===== src/rtl/uart_inst_loader_if.sv =====
// Byte-in / instruction-out bundle between the UART receiver, the loader and seq.
// The master side drives the i_* signals; the loader (slave) drives the o_* signals.
interface uart_inst_loader_if #(
    parameter int INST_WIDTH = 8,
    parameter int CNT_W      = 5
);
    logic [7:0]            i_rx_data;
    logic                  i_rx_valid;
    logic                  i_tx_busy;
    logic                  i_run;
    logic                  i_flush;
    logic [INST_WIDTH-1:0] o_inst;
    logic                  o_inst_valid;
    logic [CNT_W-1:0]      o_count;
    logic                  o_overflow;
    logic [7:0]            o_issued;

    modport master (
        output i_rx_data, i_rx_valid, i_tx_busy, i_run, i_flush,
        input  o_inst, o_inst_valid, o_count, o_overflow, o_issued
    );

    modport slave (
        input  i_rx_data, i_rx_valid, i_tx_busy, i_run, i_flush,
        output o_inst, o_inst_valid, o_count, o_overflow, o_issued
    );
endinterface


===== src/rtl/uart_inst_loader.sv =====
// Buffers UART bytes in a FIFO and issues them to seq as paced instructions.
// Issue waits for run, a non-empty FIFO and an idle transmitter, then a fixed gap.
module uart_inst_loader #(
    parameter int DEPTH      = 16,
    parameter int GAP_CYCLES = 16,
    parameter int INST_WIDTH = 8
) (
    input logic               clk,
    input logic               rst,
    uart_inst_loader_if.slave bus
);
    localparam int AW = $clog2(DEPTH);
    localparam int CW = AW + 1;
    localparam int GW = $clog2(GAP_CYCLES + 1);

    typedef enum logic [1:0] {
        S_IDLE,
        S_ISSUE,
        S_GAP
    } state_t;

    state_t                r_state;
    logic [INST_WIDTH-1:0] r_mem [DEPTH];
    logic [AW-1:0]         r_wr_ptr;
    logic [AW-1:0]         r_rd_ptr;
    logic [CW-1:0]         r_count;
    logic [GW-1:0]         r_gap;
    logic [INST_WIDTH-1:0] r_inst;
    logic                  r_inst_valid;
    logic                  r_overflow;
    logic [7:0]            r_issued;

    logic w_full;
    logic w_pop;
    logic w_push;
    logic w_drop;

    assign w_full = (r_count == CW'(DEPTH));
    // Flush wins over both ends of the FIFO in the same cycle.
    assign w_pop  = (r_state == S_IDLE) && bus.i_run && (r_count != '0)
                    && !bus.i_tx_busy && !bus.i_flush;
    assign w_push = bus.i_rx_valid && !bus.i_flush && (!w_full || w_pop);
    assign w_drop = bus.i_rx_valid && !bus.i_flush && w_full && !w_pop;

    always_ff @(posedge clk) begin
        if (w_push) begin
            r_mem[r_wr_ptr] <= bus.i_rx_data[INST_WIDTH-1:0];
        end
    end

    always_ff @(posedge clk) begin
        if (rst) begin
            r_wr_ptr     <= '0;
            r_rd_ptr     <= '0;
            r_count      <= '0;
            r_overflow   <= 1'b0;
            r_state      <= S_IDLE;
            r_gap        <= '0;
            r_inst       <= '0;
            r_inst_valid <= 1'b0;
            r_issued     <= '0;
        end else begin
            if (bus.i_flush) begin
                r_wr_ptr   <= '0;
                r_rd_ptr   <= '0;
                r_count    <= '0;
                r_overflow <= 1'b0;
            end else begin
                if (w_push) r_wr_ptr <= r_wr_ptr + 1'b1;
                if (w_pop)  r_rd_ptr <= r_rd_ptr + 1'b1;
                if (w_push && !w_pop) r_count <= r_count + 1'b1;
                if (!w_push && w_pop) r_count <= r_count - 1'b1;
                if (w_drop) r_overflow <= 1'b1;
            end

            unique case (r_state)
                S_IDLE: begin
                    if (w_pop) begin
                        r_inst       <= r_mem[r_rd_ptr];
                        r_inst_valid <= 1'b1;
                        r_state      <= S_ISSUE;
                    end
                end
                S_ISSUE: begin
                    r_inst_valid <= 1'b0;
                    r_issued     <= r_issued + 1'b1;
                    r_gap        <= GW'(GAP_CYCLES);
                    r_state      <= S_GAP;
                end
                S_GAP: begin
                    r_gap <= r_gap - 1'b1;
                    if (r_gap == GW'(1)) r_state <= S_IDLE;
                end
                default: begin
                    r_inst_valid <= 1'b0;
                    r_state      <= S_IDLE;
                end
            endcase
        end
    end

    assign bus.o_inst       = r_inst;
    assign bus.o_inst_valid = r_inst_valid;
    assign bus.o_count      = r_count;
    assign bus.o_overflow   = r_overflow;
    assign bus.o_issued     = r_issued;
endmodule


===== src/flat_wrapper.sv =====
// flat-port wrapper written by rule: the top's interface ports become plain ports
module uart_inst_loader_flat 
#(
    parameter int DEPTH      = 16,
    parameter int GAP_CYCLES = 16,
    parameter int INST_WIDTH = 8
)
  (clk, rst, bus_i_rx_data, bus_i_rx_valid, bus_i_tx_busy, bus_i_run, bus_i_flush, bus_o_inst, bus_o_inst_valid, bus_o_count, bus_o_overflow, bus_o_issued);
  uart_inst_loader_if #(.INST_WIDTH(INST_WIDTH), .CNT_W((5))) bus_i ();
  input logic clk;
  input logic rst;
  input wire logic [$bits(bus_i.i_rx_data)-1:0] bus_i_rx_data;
  input wire logic [$bits(bus_i.i_rx_valid)-1:0] bus_i_rx_valid;
  input wire logic [$bits(bus_i.i_tx_busy)-1:0] bus_i_tx_busy;
  input wire logic [$bits(bus_i.i_run)-1:0] bus_i_run;
  input wire logic [$bits(bus_i.i_flush)-1:0] bus_i_flush;
  output wire logic [$bits(bus_i.o_inst)-1:0] bus_o_inst;
  output wire logic [$bits(bus_i.o_inst_valid)-1:0] bus_o_inst_valid;
  output wire logic [$bits(bus_i.o_count)-1:0] bus_o_count;
  output wire logic [$bits(bus_i.o_overflow)-1:0] bus_o_overflow;
  output wire logic [$bits(bus_i.o_issued)-1:0] bus_o_issued;
  assign bus_i.i_rx_data = bus_i_rx_data;
  assign bus_i.i_rx_valid = bus_i_rx_valid;
  assign bus_i.i_tx_busy = bus_i_tx_busy;
  assign bus_i.i_run = bus_i_run;
  assign bus_i.i_flush = bus_i_flush;
  assign bus_o_inst = bus_i.o_inst;
  assign bus_o_inst_valid = bus_i.o_inst_valid;
  assign bus_o_count = bus_i.o_count;
  assign bus_o_overflow = bus_i.o_overflow;
  assign bus_o_issued = bus_i.o_issued;
  uart_inst_loader #(.DEPTH(DEPTH), .GAP_CYCLES(GAP_CYCLES), .INST_WIDTH(INST_WIDTH)) u_core (.clk(clk), .rst(rst), .bus(bus_i));
endmodule

===== config.mk =====
export PLATFORM = sky130hd
export DESIGN_NAME = uart_inst_loader_flat
export DESIGN_NICKNAME = d
export VERILOG_FILES = /design/src/rtl/uart_inst_loader_if.sv /design/src/rtl/uart_inst_loader.sv /design/src/flat_wrapper.sv
export SDC_FILE = /design/constraint.sdc
export NUM_CORES = 1
export LEC_CHECK = 0
export CORE_MARGIN = 2
export CORE_UTILIZATION = 35
export CTS_BUF_LIST = sky130_fd_sc_hd__clkbuf_4 sky130_fd_sc_hd__clkbuf_8
export DETAILED_ROUTE_END_ITERATION = 8
export DONT_BUFFER_PORTS = 1
export SETUP_SLACK_MARGIN = 0.5
export SKIP_LAST_GASP = 1
export SYNTH_ARGS = -nofsm -noshare
export SYNTH_HDL_FRONTEND = slang
export SYNTH_SLANG_ARGS = --single-unit
export TNS_END_PERCENT = 20

===== constraint.sdc =====
create_clock -name clk -period 3 [get_ports clk]
set_input_delay 0.3 -clock clk [delete_from_list [all_inputs] [get_ports clk]]
set_output_delay 0.3 -clock clk [all_outputs]
set_load 0.1 [all_outputs]

After elaboration in Yosys (flattened, before gate mapping)
Memory sizes are Yosys's and may differ from the RTL's. A register that Yosys moved wholly into a read port is not among the register bits. Index checks and enable logic that the tools add are counted.

Add/sub/neg operators: 6. Equal/unequal tests: 6. Multiplexer cells: 10. Bitwise gates (word level): 1. Reduce and logical (&&, ||, !) cells: 24.

Operator list (number): 1-bit logical AND (10); 5-bit two-way mux (2); 5-bit one-hot mux with 2 select lines (1); 5-bit by 1-bit subtractor with 5-bit output, second input constant (2); 4-bit by 1-bit adder with 4-bit output, second input constant (2); 8-bit by 1-bit adder with 8-bit output, second input constant (1); 2-bit one-hot mux with 3 select lines (1); 2-bit AND reduction (3); 5-bit by 1-bit adder with 5-bit output, second input constant (1); 5-bit by 1-bit == test with 1-bit output, second input constant (1); 5-bit == test, second input constant (1); 1-bit zero test (5); 5-bit nonzero test (1); 2-bit two-way mux (2); 2-bit by 1-bit inequality test with 1-bit output, second input constant (2); 2-bit nonzero test (2); 1-bit two-way mux (3); 2-bit by 1-bit == test with 1-bit output, second input constant (1); 2-bit == test, second input constant (1); 2-bit zero test (1); 1-bit one-hot mux with 2 select lines (1); 2-bit OR reduction (1); 1-bit logical OR (1); 1-bit inverter (1).

Bits in registers: 30. Memory bits (writable): 128. Logic and storage cells: 56. Memories kept: 1.

Memory list: u_core.r_mem (depth 16, bits a word 8, rd ports 1, clocked after Yosys merged registers in 1, write ports 1, line uart_inst_loader.sv:23) `logic [INST_WIDTH-1:0] r_mem [DEPTH];`.

Logic depth before layout (Yosys ltp)
Gate-level depths: netlist (run 1).

Depth in word-level cells: 10. Mapped depth: 12. Mapped depth without buffers: 11.

Least setup slack after synthesis (run 1)
Ideal clock, no wire load.

Kind: register to register. From: reg u_core.r_count[1], in the netlist u_core.bus.o_count[1]. To: reg u_core.r_count[3], in the netlist u_core.bus.o_count[3]. Library setup time: 0.080 ns. Arrival time: 2.754 ns. Slack: 0.166 ns. Stages on the path, launching flop included: 9. Clock period less this slack: 2.834 ns. Path through: dfxtp_1 > buf_6 > or4_4 > o211ai_2 > inv_1 > ha_1 > or3b_2 > o2111ai_1 > nor3b_1.

Word-level cells in the longest chain between the ends: 9. Elaborated cells between the ends (all ways): 17. Those cells by class: add/sub: 2; eq/ne: 1; mux: 2; reduce/logical: 12.

RTL lines: start, declared (line uart_inst_loader.sv:26) `logic [CW-1:0] r_count;`; start signal, assigned (line uart_inst_loader.sv:71) `if (w_push && !w_pop) r_count <= r_count + 1'b1;`; start signal, assigned (line uart_inst_loader.sv:72) `if (!w_push && w_pop) r_count <= r_count - 1'b1;`; parallel branches: the longest is 9 deep, another holds 5-bit by 1-bit adder with 5-bit output.

Parallel ways; which one is timed is not known. The select of a mux whose other input is x is not followed. A chain may end at the register's enable or synchronous reset.

Final worst setup path (run 1)
From: reg u_core.r_count[2], in the netlist u_core.bus.o_count[2]. To: reg u_core.r_count[4], in the netlist u_core.bus.o_count[4].

Same word-level chain as after synthesis.

==> impl_metrics.py, run 1 <==
metrics = {
    "worst_setup_path": {
        "cp.arrival_ns": 2.72,
        "crit_fanout": 8,
        "crit_path_start_kind": "register",
        "endpoint_kind": "register",
        "setup.worst_path.class": "reg -> reg",
        "crit_start": "u_core.bus.o_count[2]",
        "r2r_start": "u_core.bus.o_count[2]",
        "worstPathRequired_ns": 3.33,
        "r2r_slack_ns": 0.60,
        "reg2reg_depth": 9,
    },
    "worst_hold_path": {
        "hold_depth": 2,
        "holdCritStartpoint": "rst",
        "worst_hold_path_type": "in -> reg",
    },
    "drt": {
        "routed_via_density": 5.05,
        "dr.first_iter.drc_count": 202,
        "firstDrtPassIters": 4,
        "wl_met3_mm": 1.18,
        "top_layer": "met4",
        "vias": 3773,
        "totalWireLength_mm": 14.1,
        "m1WireLength_mm": 5.90,
        "route.detailed.drc": 0,
        "wl_met2_mm": 6.93,
        "wl_per_cell_um": 18.9,
        "ant_nets": 0,
    },
    "outcome": {
        "status": "completed",
    },
    "die": {
        "io_pins": 37,
        "num_rows": 51,
        "initial_core_util": 0.355,
        "die_h_um": 144,
        "core_mm2": 0.0194,
        "dieArea_mm2": 0.0208,
        "die_w_um": 144,
    },
    "power": {
        "ir_worst_vdd_uv": 530,
        "power.density_mw_per_mm2": 565,
        "power_leakage_nw": 2.48,
    },
    "yosys": {
        "synth_top_family_by_area": "multiplexers",
        "ys_async_sr_fraction": 0,
        "ys_seq_area_frac": 0.668,
        "syn_area_mm2": 0.00689,
        "synth_top_area_cell": "edfxtp_1",
        "muxShareOfSynthArea": 0.135,
        "synth.distinct_cells": 50,
        "synthesis.nets": 460,
        "synth_top_area_share": 0.558,
        "synthFlopType": "edfxtp_1",
        "ys_ff_latch": 166,
        "synth_edf_count": 128,
        "synth_compound_area_frac": 0.0496,
        "ys_top_cells_by_area": "edfxtp_1, dfxtp_1, mux4_2",
        "avgSynthCellArea_um2": 16.0,
        "synth_xor_area_frac": 0.0165,
        "synthSimpleGateAreaFrac": 0.0779,
        "syn-instance-count": 431,
        "yosys_warnings": 0,
        "synthAdderAreaFrac": 0.0272,
    },
    "sta": {
        "hold_viol": 0,
        "slew_headroom": 0.299,
        "maxSlewViolCount": 0,
        "finalCriticalPeriod_ns": 2.40,
        "rsz0062_at_grt": "false",
        "worstMarginPinSlew_ns": 1.05,
        "setup-tns-final_ns": 0,
        "skew_ns": 0.0134,
        "hold_slack_ns": 0.0865,
        "setup_violations": 0,
        "period_share": 0.800,
        "clock.fmax_mhz": 417,
        "finalWorstSetupSlack_ns": 0.601,
    },
    "cts": {
        "clock-root-buffer": "clkbuf_8",
        "cts_tree": "yes",
        "clk_pin_slew_ns": 0.09,
        "clock_latency_ns": 0.45,
        "cts_max_level": 4,
        "ctsLongestPathBuffers": 2,
        "clkSinkCount": 166,
        "cts_inserted_buffers": 17,
    },
    "grt": {
        "grt_usage": 0.145,
        "grt_max_degree": 35,
        "grt.overflow.total": 0,
        "grt_pass1_vias": 3913,
        "grt_first_pass_wirelength_mm": 22.0,
        "grt_antenna_before_repair": 0,
    },
    "placed_design": {
        "port_buffers": 0,
        "dp.cells": 704,
        "pre_cts_slack_ns": 0.371,
        "dp_hpwl_mm": 8.98,
        "place.gp.congestion": 0.848,
        "place_area_mm2": 0.00738,
    },
    "cells_and_area": {
        "layout.cells.non_filler": 747,
        "nets": 498,
        "fill_cells": 1774,
        "num_antenna_cells": 0,
        "layout-drive-gt1-share": 0.245,
        "final_area_mm2": 0.00792,
        "layout_common_cells": "edfxtp_1, nor2_1, buf_4, dfxtp_1, mux4_2",
        "areaGrowthSynthToFinish_pct": 14.9,
        "final_common_cell": "edfxtp_1",
    },
    "job": {
        "maxCapViolCount": 0,
    },
}
==> where the power goes <==
group	switching (mW)	internal [mW]
combinational	0.193	0.107
sequential	0.0434	2.49
clock	0.857	0.783
total	1.09	3.38
==> through the flow <==
step                      utilization  power [mW]
after floorplan                     -        2.80
after global placement          0.380        2.83
after detailed placement        0.380        2.84
after CTS                       0.407        4.52
after global routing            0.408        4.65
final                           0.408        4.48
==> metal layers <==
metal,vias to the layer above,GRT usage
li1,1738,-
met1,1917,0.185
met2,106,0.236
met3,12,0.0487
met4,0,0.0419
met5,-,0
==> cells by family after synthesis <==
logic type / after synthesis
xor+xnor: 13
compound gates: 45
simple gates: 103
buf+inv: 36
mux: 53
flops: 166
fa+ha+maj: 15
==> synth_stat cells, drive strengths merged (2+ instances only) <==
cell type	number
mux4	32
nand2	18
nand2b	4
nor3	7
o221ai	8
o31ai	2
o21ai	9
nand4	4
or3	5
nor2b	2
inv	12
dfxtp	38
o32ai	2
ha	15
nor2	41
a31oi	2
nand3	2
edfxtp	128
nor3b	3
xor2	7
clkbuf	10
a21oi	14
xnor2	6
nand3b	9
o211ai	2
buf	14
mux2i	21
==> flip-flops by register name, summed over array words and instances (netlist names) <==
name                     count
u_core.r_mem               128
u_core.bus.o_inst            8
u_core.bus.o_issued          8
u_core.bus.o_count           5
u_core.r_gap                 5
u_core.r_rd_ptr              4
u_core.r_wr_ptr              4
u_core.r_state               2
u_core.bus.o_inst_valid      1
u_core.bus.o_overflow        1
==> layout make-up <==
class                           instances  area [um^2]  area share
Inverter                               12         45.0     0.00569
Tap cell                              265          332      0.0419
Timing Repair Buffer                   43          358      0.0452
Sequential cell                       166         4620       0.583
Clock buffer                           18          248      0.0313
Multi-Input combinational cell        229         2160       0.273
Clock inverter                         14          159      0.0201
==> final timing paths <==
check                     endpoint
max          u_core.bus.o_count[4]
min           u_core.bus.o_inst[2]
max reg2reg  u_core.bus.o_count[4]
min reg2reg     u_core.r_rd_ptr[3]
==> critical path, cell delays in order (launching register included) <==
cell and delay [ns]:
dfxtp_4 0.48, or4_4 0.58, o211ai_4 0.21, o21ai_1 0.09, ha_2 0.22, o31ai_1 0.23, nand2b_1 0.10, o32ai_1 0.17
xnor2_1 0.16, nor2_1 0.05
==> repair_timing <==
action | in CTS | in global routing
setup endpoints to repair | 1 | 31
pin swaps | 1 | 1
hold buffers | 9 | 0
endpoints found under the hold margin | 144 | 0
cloned | 0 | 0
buffers inserted | 1 | 1
gates resized for setup | 4 | 2
No activity file was read; power rests on OpenSTA's default activity.
==> run 2, diff against run 1 <==
Clock period 3 ns to 2.4 ns, I/O delays scaled along.
==> impl_metrics.py, run 2 (same netlist as run 1, synthesis figures left out) <==
metrics = {
    "outcome": {
        "status": "completed",
    },
    "cells_and_area": {
        "seq_area_mm2": 0.00462,
        "final_common_cell": "edfxtp_1",
        "layout_common_cells": "edfxtp_1, buf_4, nor2_1",
        "areaGrowthSynthToFinish_pct": 19.8,
        "largest_reg_flops": 128,
        "num_antenna_cells": 0,
        "layout.cells.non_filler": 771,
        "final_area_mm2": 0.00826,
        "fin_util": 0.426,
        "nets": 522,
        "multiInputGateArea_mm2": 0.00228,
        "fill_cells": 1774,
        "layout-drive-gt1-share": 0.312,
        "top_register": "u_core.r_mem",
    },
    "power": {
        "power_leakage_nw": 2.66,
        "total_power_mw": 5.60,
        "seq_power_share": 0.562,
        "swShare": 0.241,
        "power_frac_clock": 0.352,
        "power_switching_mw": 1.35,
        "ir_worst_vdd_uv": 414,
        "power.density_mw_per_mm2": 678,
        "comb_power_share": 0.086,
        "internal_power_mw": 4.25,
    },
    "drt": {
        "ant_nets": 0,
        "wl_per_cell_um": 19.2,
        "vias": 3910,
        "route.detailed.drc": 0,
        "totalWireLength_mm": 14.8,
        "routed_via_density": 5.07,
        "firstDrtPassIters": 5,
        "dr.first_iter.drc_count": 292,
    },
    "worst_setup_path": {
        "worstPathRequired_ns": 2.72,
        "crit_path_start_kind": "register",
        "crit_fanout": 3,
        "cp.arrival_ns": 2.47,
        "r2r_start": "u_core.bus.o_count[3]",
        "endpoint_kind": "register",
        "worstReg2RegEnd": "u_core.bus.o_count[4]",
        "reg2reg_depth": 9,
        "setup.worst_path.class": "reg -> reg",
        "r2r_slack_ns": 0.25,
    },
    "die": {
        "dieArea_mm2": 0.0208,
        "die_h_um": 144,
        "core_mm2": 0.0194,
        "io_pins": 37,
        "initial_core_util": 0.355,
        "die_w_um": 144,
        "num_rows": 51,
    },
    "sta": {
        "clock.fmax_mhz": 465,
        "period_share": 0.897,
        "setup_violations": 0,
        "maxSlewViolCount": 0,
        "hold_viol": 0,
        "finalCriticalPeriod_ns": 2.15,
        "slew_headroom": 0.485,
        "worstMarginPinSlew_ns": 0.770,
        "rsz0062_at_grt": "true",
        "skew_ns": 0.0149,
    },
    "worst_hold_path": {
        "hold_depth": 2,
        "min_to": "u_core.bus.o_inst[4]",
        "holdCritStartpoint": "rst",
        "worst_hold_path_type": "in -> reg",
    },
    "grt": {
        "met2_usage": 0.231,
        "grt_pass1_vias": 3959,
        "grt_antenna_before_repair": 2,
        "busiest_layer": "met2",
        "grt_first_pass_wirelength_mm": 23.0,
        "use_met1": 0.210,
        "use_met3": 0.0470,
        "grt_max_degree": 36,
        "grt_usage": 0.152,
        "grt.overflow.total": 0,
    },
    "cts": {
        "clock-root-buffer": "clkbuf_8",
        "cts_tree": "yes",
        "clkSinkCount": 166,
        "ctsLongestPathBuffers": 2,
        "clock_latency_ns": 0.45,
        "cts_inserted_buffers": 17,
        "cts_max_level": 4,
        "clk_pin_slew_ns": 0.09,
    },
    "placed_design": {
        "place.gp.congestion": 0.780,
        "place_area_mm2": 0.00753,
        "dp_hpwl_mm": 9.13,
        "port_buffers": 0,
        "dp.cells": 714,
    },
    "job": {
        "maxCapViolCount": 0,
    },
}
run 2: timing repair:
| item | CTS | global route |
|---|---|---|
| hold buffers | 10 | 0 |
| endpoints found under the hold margin | 145 | 0 |
| gates resized for setup | 20 | 3 |
| pin swaps | 18 | 1 |
| buffers inserted | 14 | 1 |
| setup endpoints to repair | 142 | 148 |
run 2: final cells by class:
class | instances | share of cell area
flip-flops and latches | 166 | 0.560
clock buffers | 18 | 0.0292
well taps | 265 | 0.0402
multi-input cells | 229 | 0.276
clock inverters | 14 | 0.0182
repair buffers | 67 | 0.0708
inverters | 12 | 0.00545
run 2: worst max-delay path: stages (launching register included):
cell      delay (ns)
dfxtp_4         0.35
or4_4           0.55
o211ai_4        0.21
o21ai_1         0.11
ha_2            0.20
o31ai_1         0.20
nand2b_1        0.10
o32ai_2         0.12
xnor2_1         0.14
nor2_1          0.05
run 2: worst max path at each step:
stage	slack [ns]	start	cells after the start	endpoint
floorplan	-0.03	u_core.bus.o_count[2]	8	u_core.bus.o_count[3]
global placement	0.10	u_core.r_state[1]	6	u_core.r_mem[1][6]
detailed placement	-0.05	u_core.r_state[1]	11	u_core.bus.o_count[4]
CTS	0.25	u_core.bus.o_count[3]	7	u_core.bus.o_count[3]
global route	0.16	u_core.bus.o_count[3]	9	u_core.bus.o_count[4]
finish	0.25	u_core.bus.o_count[3]	9	u_core.bus.o_count[4]
run 2: layer usage:
layer  vias to the layer above  share of wire
li1                       1783              -
met4                         0          0.016
met1                      2004           0.45
met2                       106           0.47
met5                         -              0
met3                        17          0.063
run 2: metrics by stage:
stage / worst slack, ns / TNS [ns] / hold slack (ns)
2_1_floorplan: -0.0286 / -0.0558 / 0.339
3_3_place_gp: 0.103 / 0 / 0.314
3_5_place_dp: -0.0479 / -0.193 / 0.317
4_1_cts: 0.254 / 0 / 0.00177
5_1_grt: 0.156 / 0 / 0.00116
6_report: 0.248 / 0 / 0.0361
run 2: power by group through the flow:
stage / clock [mW] / combinational, mW / sequential (mW)
final: 1.97 / 0.482 / 3.14
after global routing: 2.14 / 0.526 / 3.15
after CTS: 2.03 / 0.478 / 3.14
after detailed placement: 0 / 0.368 / 3.21
after global placement: 0 / 0.356 / 3.21
after floorplan: 0 / 0.225 / 3.29
